==> src/rtl/expression_solver_pkg.sv <==
// Shared definitions for the quadratic expression solver:
// FSM state encoding, datapath select codes, default widths and the
// value driven onto result when saturation is enabled.
package expression_solver_pkg;

    localparam int DEF_WIDTH  = 16;
    localparam int DEF_XWIDTH = 8;

    // Result presented on overflow in saturating builds.
    localparam logic [DEF_WIDTH-1:0] SAT_VALUE = '1;

    typedef enum logic [2:0] {
        S_IDLE = 3'd0,
        S_SQ   = 3'd1,
        S_AXX  = 3'd2,
        S_BX   = 3'd3,
        S_ADD1 = 3'd4,
        S_ADD2 = 3'd5,
        S_DONE = 3'd6
    } state_t;

    // Which operation the shared multiplier/adder performs this cycle.
    typedef enum logic [2:0] {
        SEL_NONE = 3'd0,
        SEL_SQ   = 3'd1,
        SEL_AXX  = 3'd2,
        SEL_BX   = 3'd3,
        SEL_ADD1 = 3'd4,
        SEL_ADD2 = 3'd5
    } sel_t;

endpackage

==> src/rtl/expression_solver_datapath.sv <==
// Combinational datapath for the expression solver: one shared
// multiplier, one shared adder, their operand muxes, and the overflow
// detect for whichever operation the select code picks.
module expression_solver_datapath
    import expression_solver_pkg::*;
#(
    parameter int WIDTH = DEF_WIDTH
) (
    input  sel_t             sel,
    input  logic [WIDTH-1:0] x_ext,
    input  logic [WIDTH-1:0] a,
    input  logic [WIDTH-1:0] b,
    input  logic [WIDTH-1:0] c,
    input  logic [WIDTH-1:0] t1,
    input  logic [WIDTH-1:0] t2,
    input  logic [WIDTH-1:0] acc,
    output logic [WIDTH-1:0] value,
    output logic             ovf
);

    logic [WIDTH-1:0]   mul_a;
    logic [WIDTH-1:0]   mul_b;
    logic [WIDTH-1:0]   add_a;
    logic [WIDTH-1:0]   add_b;
    logic [2*WIDTH-1:0] prod;
    logic [WIDTH:0]     sum;
    logic               use_add;

    // Operand muxes: route the registered operands to the shared units.
    always_comb begin
        mul_a   = '0;
        mul_b   = '0;
        add_a   = '0;
        add_b   = '0;
        use_add = 1'b0;
        case (sel)
            SEL_SQ:   begin mul_a = x_ext; mul_b = x_ext; end
            SEL_AXX:  begin mul_a = a;     mul_b = t1;    end
            SEL_BX:   begin mul_a = b;     mul_b = x_ext; end
            SEL_ADD1: begin add_a = t1;    add_b = t2;  use_add = 1'b1; end
            SEL_ADD2: begin add_a = acc;   add_b = c;   use_add = 1'b1; end
            default:  begin end
        endcase
    end

    // Full-width product and carry-extended sum; the low WIDTH bits are
    // kept and anything above them is reported as overflow.
    always_comb begin
        prod = {{WIDTH{1'b0}}, mul_a} * {{WIDTH{1'b0}}, mul_b};
        sum  = {1'b0, add_a} + {1'b0, add_b};
        if (use_add) begin
            value = sum[WIDTH-1:0];
            ovf   = sum[WIDTH];
        end else begin
            value = prod[WIDTH-1:0];
            ovf   = (sel != SEL_NONE) && (|prod[2*WIDTH-1:WIDTH]);
        end
    end

endmodule

==> src/rtl/expression_solver_unit.sv <==
// Sequential evaluator of result = A*X^2 + B*X + C (unsigned).
// Five compute cycles share one multiplier and one adder; the result
// and flags are registered at the last step and held through DONE.
// Optional build macro: EXPRESSION_SOLVER_SATURATE_EN -- when defined,
// an overflowing computation presents all ones instead of wrapping.
// dbg_state exposes the FSM state for observation.
module expression_solver_unit
    import expression_solver_pkg::*;
#(
    parameter int WIDTH  = DEF_WIDTH,
    parameter int XWIDTH = DEF_XWIDTH
) (
    input  logic              clk,
    input  logic              rst,
    input  logic              start,
    input  logic [XWIDTH-1:0] X,
    input  logic [WIDTH-1:0]  A,
    input  logic [WIDTH-1:0]  B,
    input  logic [WIDTH-1:0]  C,
    output logic [WIDTH-1:0]  result,
    output logic              zero,
    output logic              overflow,
    output logic              completed,
    output logic [2:0]        dbg_state
);

    state_t state;
    state_t state_nxt;
    sel_t   sel;

    logic [XWIDTH-1:0] x_r;
    logic [WIDTH-1:0]  a_r, b_r, c_r;
    logic [WIDTH-1:0]  t1, t2, acc;
    logic              ovf_r;

    logic [WIDTH-1:0]  dp_value;
    logic              dp_ovf;
    logic [WIDTH-1:0]  fin_result;
    logic              fin_zero;
    logic              fin_ovf;

    // State register.
    always_ff @(posedge clk) begin
        if (rst) state <= S_IDLE;
        else     state <= state_nxt;
    end

    // Next-state: start is only looked at in IDLE and DONE.
    always_comb begin
        state_nxt = state;
        case (state)
            S_IDLE:  if (start) state_nxt = S_SQ;
            S_SQ:    state_nxt = S_AXX;
            S_AXX:   state_nxt = S_BX;
            S_BX:    state_nxt = S_ADD1;
            S_ADD1:  state_nxt = S_ADD2;
            S_ADD2:  state_nxt = S_DONE;
            S_DONE:  if (!start) state_nxt = S_IDLE;
            default: state_nxt = S_IDLE;
        endcase
    end

    // FSM outputs: datapath select and the completion flag.
    always_comb begin
        sel       = SEL_NONE;
        completed = 1'b0;
        case (state)
            S_SQ:    sel = SEL_SQ;
            S_AXX:   sel = SEL_AXX;
            S_BX:    sel = SEL_BX;
            S_ADD1:  sel = SEL_ADD1;
            S_ADD2:  sel = SEL_ADD2;
            S_DONE:  completed = 1'b1;
            default: begin end
        endcase
    end

    assign dbg_state = state;

    expression_solver_datapath #(.WIDTH(WIDTH)) u_datapath (
        .sel   (sel),
        .x_ext ({{(WIDTH-XWIDTH){1'b0}}, x_r}),
        .a     (a_r),
        .b     (b_r),
        .c     (c_r),
        .t1    (t1),
        .t2    (t2),
        .acc   (acc),
        .value (dp_value),
        .ovf   (dp_ovf)
    );

    // Final values captured at ADD2: sticky overflow, optional saturation.
    always_comb begin
        fin_ovf    = ovf_r | dp_ovf;
        fin_result = dp_value;
`ifdef EXPRESSION_SOLVER_SATURATE_EN
        if (fin_ovf) fin_result = WIDTH'(SAT_VALUE);
`endif
        fin_zero   = (fin_result == '0);
    end

    // Operand latch, working registers and registered outputs.
    always_ff @(posedge clk) begin
        if (rst) begin
            x_r      <= '0;
            a_r      <= '0;
            b_r      <= '0;
            c_r      <= '0;
            t1       <= '0;
            t2       <= '0;
            acc      <= '0;
            ovf_r    <= 1'b0;
            result   <= '0;
            zero     <= 1'b0;
            overflow <= 1'b0;
        end else begin
            case (state)
                S_IDLE: begin
                    if (start) begin
                        x_r      <= X;
                        a_r      <= A;
                        b_r      <= B;
                        c_r      <= C;
                        ovf_r    <= 1'b0;
                        result   <= '0;
                        zero     <= 1'b0;
                        overflow <= 1'b0;
                    end
                end
                S_SQ, S_AXX: begin
                    t1    <= dp_value;
                    ovf_r <= ovf_r | dp_ovf;
                end
                S_BX: begin
                    t2    <= dp_value;
                    ovf_r <= ovf_r | dp_ovf;
                end
                S_ADD1: begin
                    acc   <= dp_value;
                    ovf_r <= ovf_r | dp_ovf;
                end
                S_ADD2: begin
                    acc      <= dp_value;
                    ovf_r    <= fin_ovf;
                    result   <= fin_result;
                    zero     <= fin_zero;
                    overflow <= fin_ovf;
                end
                default: begin end
            endcase
        end
    end

endmodule

==> config.mk <==
export PLATFORM = sky130hd
export DESIGN_NAME = expression_solver_unit
export DESIGN_NICKNAME = d
export VERILOG_FILES = /design/src/rtl/expression_solver_pkg.sv /design/src/rtl/expression_solver_datapath.sv /design/src/rtl/expression_solver_unit.sv
export SDC_FILE = /design/constraint.sdc
export NUM_CORES = 1
export LEC_CHECK = 0
export BUFFER_PORTS_ARGS = -buffer_cell sky130_fd_sc_hd__buf_2
export CAP_MARGIN = 5
export CORE_MARGIN = 1
export CORE_UTILIZATION = 31
export DETAILED_ROUTE_END_ITERATION = 8
export PLACE_DENSITY = 0.5
export SYNTH_ARGS = -nofsm -noshare
export SYNTH_HDL_FRONTEND = slang
export SYNTH_SLANG_ARGS = --single-unit
export TNS_END_PERCENT = 5
==> constraint.sdc <==
create_clock -name clk -period 8.8 [get_ports clk]
set_input_delay 0 -clock clk [delete_from_list [all_inputs] [get_ports clk]]
set_output_delay 0 -clock clk [all_outputs]
set_load 0.05 [all_outputs]
### Word level (Yosys, flattened, before mapping)

Cells that the tools add are included.
Widths: inputs -> output; s select.

| cells by class | value |
|---|---|
| reductions and logical operators | 16 |
| multiplexer cells | 18 |
| $mul | 1 |
| equality and inequality tests | 13 |
| add/subtract/negate cells | 1 |
| bitwise logic cells | 1 |

Operators with widths:

| operator | count |
|---|---|
| $pmux 16 s2 | 4 |
| $pmux 16 s3 | 1 |
| $mul 16x16->32 | 1 |
| $mux 16 | 2 |
| $pmux 3 s7 | 1 |
| $add 16x16->17 | 1 |
| $logic_not 16->1 | 1 |
| $reduce_or 16->1 | 1 |
| $eq 3x3->1 const B | 5 |
| $pmux 3 s5 | 1 |
| $eq 3x2->1 const B | 4 |
| $reduce_and 2->1 | 4 |
| $reduce_or 2->1 | 4 |
| $eq 3x1->1 const B | 2 |
| $mux 3 | 2 |
| $pmux 1 s2 | 3 |
| $reduce_or 5->1 | 1 |
| $mux 1 | 4 |
| $ne 2x2->1 const B | 2 |
| $reduce_bool 2->1 | 2 |
| $logic_not 3->1 | 1 |
| $reduce_bool 3->1 | 1 |
| $logic_and 1x1->1 | 1 |
| $or 1x1->1 | 1 |

| word-level totals | value |
|---|---|
| bits of input ports | 59 |
| register bits | 126 |
| output and inout port bits | 22 |
| logic and storage cells | 62 |

### Depth between registers and ports, before layout

| depth | value |
|---|---|
| depth in word-level cells | 11 |
| mapped depth | 32 |
| depth with buffers taken out | 28 |

### By module

Synthesis repeated with hierarchy kept, for this count alone.

| unflattened totals | value |
|---|---|
| cells, all modules | 1879 |
| area total of the unflattened synthesis | 15025.7 um^2 |

Modules (own cells, without submodules):

| module | times used | area each (um^2) | cells each | sequential area each (um^2) |
|---|---|---|---|---|
| expression_solver_datapath | 1 | 10512.6 | 1327 | 0.0 |
| expression_solver_unit | 1 | 4513.1 | 552 | 2522.4 |

### Worst setup path after synthesis

Ideal clock, no wire load.

| timing | value |
|---|---|
| path kind | register to register |
| start point | register state[0] (netlist: dbg_state[0]) |
| end point | register ovf_r |
| setup slack | 0.674 ns |
| data required time | 8.665 ns |
| buffers on the path | 4 |
| clock period less this slack | 8.126 ns |
| stages on the path, launching flop included | 26 |
| setup time | 0.135 ns |
| arrival time | 7.991 ns |
| cells stage by stage | dfxtp_1 > clkbuf_1 > buf_1 > clkbuf_1 > mux2i_1 > a211oi_1 > nand2_1 > fa_1 > fa_1 > fa_1 > fa_1 > fa_1 > fa_1 > inv_1 > ha_1 > clkbuf_2 > a21oi_1 > o21ai_0 > a221oi_4 > o31ai_4 > xnor2_1 > nor4_1 > nand4_1 > or4_1 > nor4_1 > o32ai_1 |

| on the way | value |
|---|---|
| word-level cells in the longest chain between the ends | 11 |
| elaborated cells between the ends (all ways) | 31 |
| classes of those cells | 1 x add/sub; 1 x mul; 11 x eq/ne; 8 x mux; 1 x bitwise; 9 x reduce/logical |

RTL lines:

| what | RTL line | RTL |
|---|---|---|
| from (decl) | expression_solver_unit.sv:27 | `state_t state;` |
| from (signal assigned) | expression_solver_unit.sv:45 | `else state <= state_nxt;` |
| $eq 3x3->1, or another cell as far along | expression_solver_unit.sv:67, expression_solver_unit.sv:118 |  |
| $pmux 3 s5 | expression_solver_unit.sv:67 | `case (state)` |
| $eq 3x1->1 or $eq 3x2->1 (tied branches) | expression_solver_datapath.sv:36 | `case (sel)` |
| $reduce_or 2->1 (no source line) | - |  |
| $pmux 16 s2 | expression_solver_datapath.sv:36 |  |
| $mul 16x16->32 | expression_solver_datapath.sv:49 | `prod = {{WIDTH{1'b0}}, mul_a} * {{WIDTH{1'b0}}, mul_b};` |
| $reduce_or 16->1 | expression_solver_datapath.sv:56 | `ovf = (sel != SEL_NONE) && (\|prod[2*WIDTH-1:WIDTH]);` |
| $logic_and 1x1->1 | expression_solver_datapath.sv:56 |  |
| $mux 1 | expression_solver_datapath.sv:51 | `if (use_add) begin` |
| $or 1x1->1 | - |  |
| $pmux 1 s2 | expression_solver_unit.sv:118 | `case (state)` |
| to (signal assigned) | expression_solver_unit.sv:133 | `ovf_r <= ovf_r \| dp_ovf;` |
| to (signal assigned) | expression_solver_unit.sv:137 | `ovf_r <= ovf_r \| dp_ovf;` |
| to (signal assigned) | expression_solver_unit.sv:141 | `ovf_r <= ovf_r \| dp_ovf;` |
| to (decl) | expression_solver_unit.sv:34 | `logic ovf_r;` |

Several ways; a longest one is shown, not always the timed one.
A chain may end at the register's enable or synchronous reset.

### Final worst setup path

| timing | value |
|---|---|
| start point | register state[1] (netlist: dbg_state[1]) |
| end point | register ovf_r |

The elaborated chain is that of the path after synthesis.

==> results.txt <==
----------------------------------------------------
[Pwr]
  Internal cell power ... 1145 uW
  Pwr/cell area ... 98.51 mW/mm^2
  Sequential fraction of design power ... 0.387
  Fraction of power consumed by the clock network ... 0.452
  Switching power ... 499.2 uW
  Switching share of power ... 0.3036
  Portion of total power attributed to combinational logic ... 0.161
  Worst-case vdd ir drop ... 104.1 uV
  Standby leakage power ... 0.006937 uW

[Global routing]
  Wire length of the first global-routing pass ... 72,280 um
  Total grt overflow ... 0
  Overall track demand over capacity in global routing ... 0.1978
  Initial antenna violation count ... 0
  Pin count of the biggest net entering global routing ... 81
  Via count of the first global-routing pass ... 12,620

[Critical path]
  Kind of cell adding the most delay to the critical path ... adder cells
  Kind of critical path ... reg2reg
  Series of cell instances along the critical path ... buf_4 -> and3_1 -> a22o_1 -> nand2_1 -> fa_1 -> fa_1 -> inv_1 -> fa_1 -> inv_1 -> fa_1 -> fa_1 -> fa_1 -> inv_1 -> ha_1 -> a21oi_1 -> o21ai_0 -> a221oi_4 -> o31ai_4 -> xnor2_1 -> nor4_1 -> nand4_1 -> or4_1 -> nor4_1 -> o32ai_1
  Required time of the critical path ... 9.07 ns
  Crit-path slowest cell ... and3_1
  Data arrival time of the critical path ... 8.56 ns
  Worst path most repeated cell ... fa_1
  Maximum single-stage delay on the critical path ... 0.64 ns
  Crit Path Max Fanout ... 33
  Number of buffer and inverter stages on the critical path ... 4
  Crit path capture type ... flop
  CP startpoint kind ... flop

[Clocking]
  Root Buffer Master ... clkbuf_16
  Worst-skew pair later-pin latency ... 0.42 ns
  Number of H-tree branching levels ... 4
  Number of CTS-inserted buffers ... 17
  Clock slew seen by the registers of the worst setup and hold paths ... 0.06 ns
  Worst-case clock buffer depth ... 2
  Number of buffers inserted by post-CTS setup repair ... 0
  Clk sinks ... 126
  CTS tree ... built
  Post-CTS Resized ... 0

[Timing]
  Final setup viols ... 0
  Largest clock skew in the final design ... 0.01570 ns
  Max Fclk ... 0.1206 GHz
  RSZ-0062 raised after global routing ... no
  Fin. Hold Viols ... 0
  Final Max Tran Viols ... 0
  Setup tns final ... 0 ns
  Max-slew headroom at the worst pin ... 0.2494
  Worst slack on hold paths ... 0.06421 ns
  Fin crit share ... 0.9420
  Worst Max-Slew Pin Slew ... 1.122 ns
  Final worst path period need ... 8.290 ns

[Yosys]
  Area fraction in compound gates after synthesis ... 0.1291
  FF+latch count, synth ... 126
  Number of nets in the synthesized netlist ... 2,173
  Leading post-synthesis cells by cell area ... fa_1, dfxtp_1, ha_1
  Post-synthesis share of cell area spent on full adders, half adders and majority gates ... 0.3743
  Main combinational cell family by area after synthesis ... adder cells
  Cell taking the most area after synthesis ... fa_1
  Area fraction in and, or, nand and nor cells after synthesis ... 0.1875
  Parity-gate share of the synthesized area counting xor and xnor cells ... 0.01820
  Syn_area_per_cell ... 8.027 um^2
  Main synth FF type ... dfxtp_1
  Total of warnings raised by yosys ... 0
  Fraction of the yosys area taken by sequential cells ... 0.1747
  Mux share of post-synthesis cell area ... 0.03457
  Number of enable flip-flop cells after synthesis ... 0
  Number of instances in the synthesized netlist ... 1,799
  Post-synth design cell area ... 0.01444 mm^2
  Share of the synthesized area in the top cell type ... 0.2703
  Yosys cell types ... 66
  Share of flip-flops with an asynchronous set or reset ... 0

[Status]
  Outcome ... complete, no violations

[Route]
  Antenna-violating nets left ... 0
  Detailed-route via count ... 12,520
  Drt initial violations ... 955
  Average wire per cell in the routed design ... 18.22 um
  WL final ... 45,740 um
  TritonRoute pass-1 iters ... 5
  Via density per instance ... 4.988
  Remaining routing DRC violations ... 0

[Final layout]
  Core utilization of the finished layout ... 0.3654
  Total Nets Final ... 2,271
  Layout-stage area growth over the synthesis result ... 15.58%
  Fill cell count ... 4,821
  Fraction of layout cells with a size suffix above 1 ... 0.08901
  Number of antenna repair diodes ... 0

[Job]
  Max-cap check violation count ... 0

[Die]
  Initial Util ... 0.3162
  Die Wd ... 217.8 um
  Die span in y ... 217.8 um
  Total die area ... 0.04745 mm^2
  Number of top-level pins ... 81
  CORE AREA ... 0.04567 mm^2
  Row Count ... 78

[Place]
  Routability Congestion ... 0.9218
  HPWL after detailed placement ... 36,890 um
  Port-buffer cells ... 80

[Worst hold path]
  Hold crit path type ... in2reg

----------------------------------------------------
## layout make-up
type | count | area, um^2 | share of cell area
multi-input cells | 1360 | 10750 | 0.6444
clock inverters | 14 | 182.7 | 0.01095
repair buffers | 168 | 1206 | 0.07227
inverters | 224 | 840.8 | 0.05038
well taps | 600 | 750.7 | 0.04498
clock buffers | 18 | 429.2 | 0.02571
flip-flops and latches | 126 | 2526 | 0.1514
## state kept, by name, summed over array words and instances (netlist names)
signal and count:
result 16, t1 16, x_r 8, t2 16, acc 16, overflow 1
c_r 16, dbg_state 3, ovf_r 1, zero 1, a_r 16, b_r 16
## cell families after synthesis
group / after synthesis
buf+inv: 313
flops: 126
xor+xnor: 30
fa+ha+maj: 315
compound gates: 295
mux: 49
simple gates: 671
## worst paths after layout
| kind | slack (ns) | endpoint | startpoint | cells after the start |
|---|---|---|---|---|
| max | 0.51 | ovf_r$_SDFFE_PP0P_ | dbg_state[1]$_SDFFE_PP0P_ | 24 |
| min | 0.06 | t1[2]$_SDFFE_PP0P_ | rst | 2 |
| max reg2reg | 0.51 | ovf_r$_SDFFE_PP0P_ | dbg_state[1]$_SDFFE_PP0P_ | 24 |
| min reg2reg | 0.46 | a_r[2]$_SDFFE_PP0P_ | a_r[2]$_SDFFE_PP0P_ | 2 |
## Yosys cell counts (2+ instances only)
library cell and n:
fa_1 195, a22o_1 8, o21bai_1 5, a211oi_1 33, xnor2_1 20, o31ai_1 3
clkbuf_2 3, inv_1 224, nand2_1 329, a21boi_0 3, ha_1 120, o21ai_1 3
nor2b_1 4, nand4_1 4, nor4_1 3, nor3_1 10, dfxtp_1 126, or2_2 2
and3_1 11, a31oi_1 2, a32oi_1 2, mux2_2 7, mux2i_1 42, o21ai_0 36
buf_1 9, nand3_1 9, and2_1 9, a22oi_1 20, o221ai_1 3, a21o_1 5
nor2_1 267, a2111oi_0 5, o21a_1 8, or3_1 3, a21oi_1 136, o311ai_0 2
o211ai_1 5, nand2b_1 10, clkbuf_1 77, xor2_1 10
## power by group through the flow
stage                     registers, uW  logic (uW)  clock network [uW]
after floorplan                     630         159                   0
after global placement              648         240                   0
after detailed placement            647         242                   0
after CTS                           635         263                 754
after global routing                638         289                 780
final                               636         264                 744
## through the flow
stage / power [uW] / setup slack, ns / area [um^2] / std cells
after CTS: 1651 / 0.5728 / 16690 / 2510
after global placement: 887.8 / 0.7062 / 15510 / 2421
after global routing: 1707 / 0.1628 / 16690 / 2510
after floorplan: 788.5 / 0.6740 / 14440 / 1799
after detailed placement: 889.8 / 0.6240 / 15510 / 2421
final: 1644 / 0.5104 / 16690 / 2510
## layer usage
metal / vias up / routed length, um / GRT usage
met5: - / 0 / 0
met3: 34 / 2675 / 0.03333
met1: 6143 / 22400 / 0.2903
li1: 5993 / - / -
met2: 350 / 20070 / 0.3024
met4: 0 / 601 / 0.04126
## what timing repair did
action | in CTS | in global routing
setup endpoints to repair | 0 | 0
hold buffers | 57 | 0
hold endpoints to repair | 58 | 0
## cells in the final DEF, fill, tap and decap left out, drive strengths merged, types with 18 or more instances in the layout
master       instances
mux2i               42
dlygate4sd3         57
clkbuf              18
a211oi              34
fa                 195
nand2              329
dfxtp              126
o21ai               40
a22oi               20
nor2               267
inv                229
a21oi              136
buf                111
xnor2               20
ha                 120
Note: power is estimated with default switching activity, not from simulation.
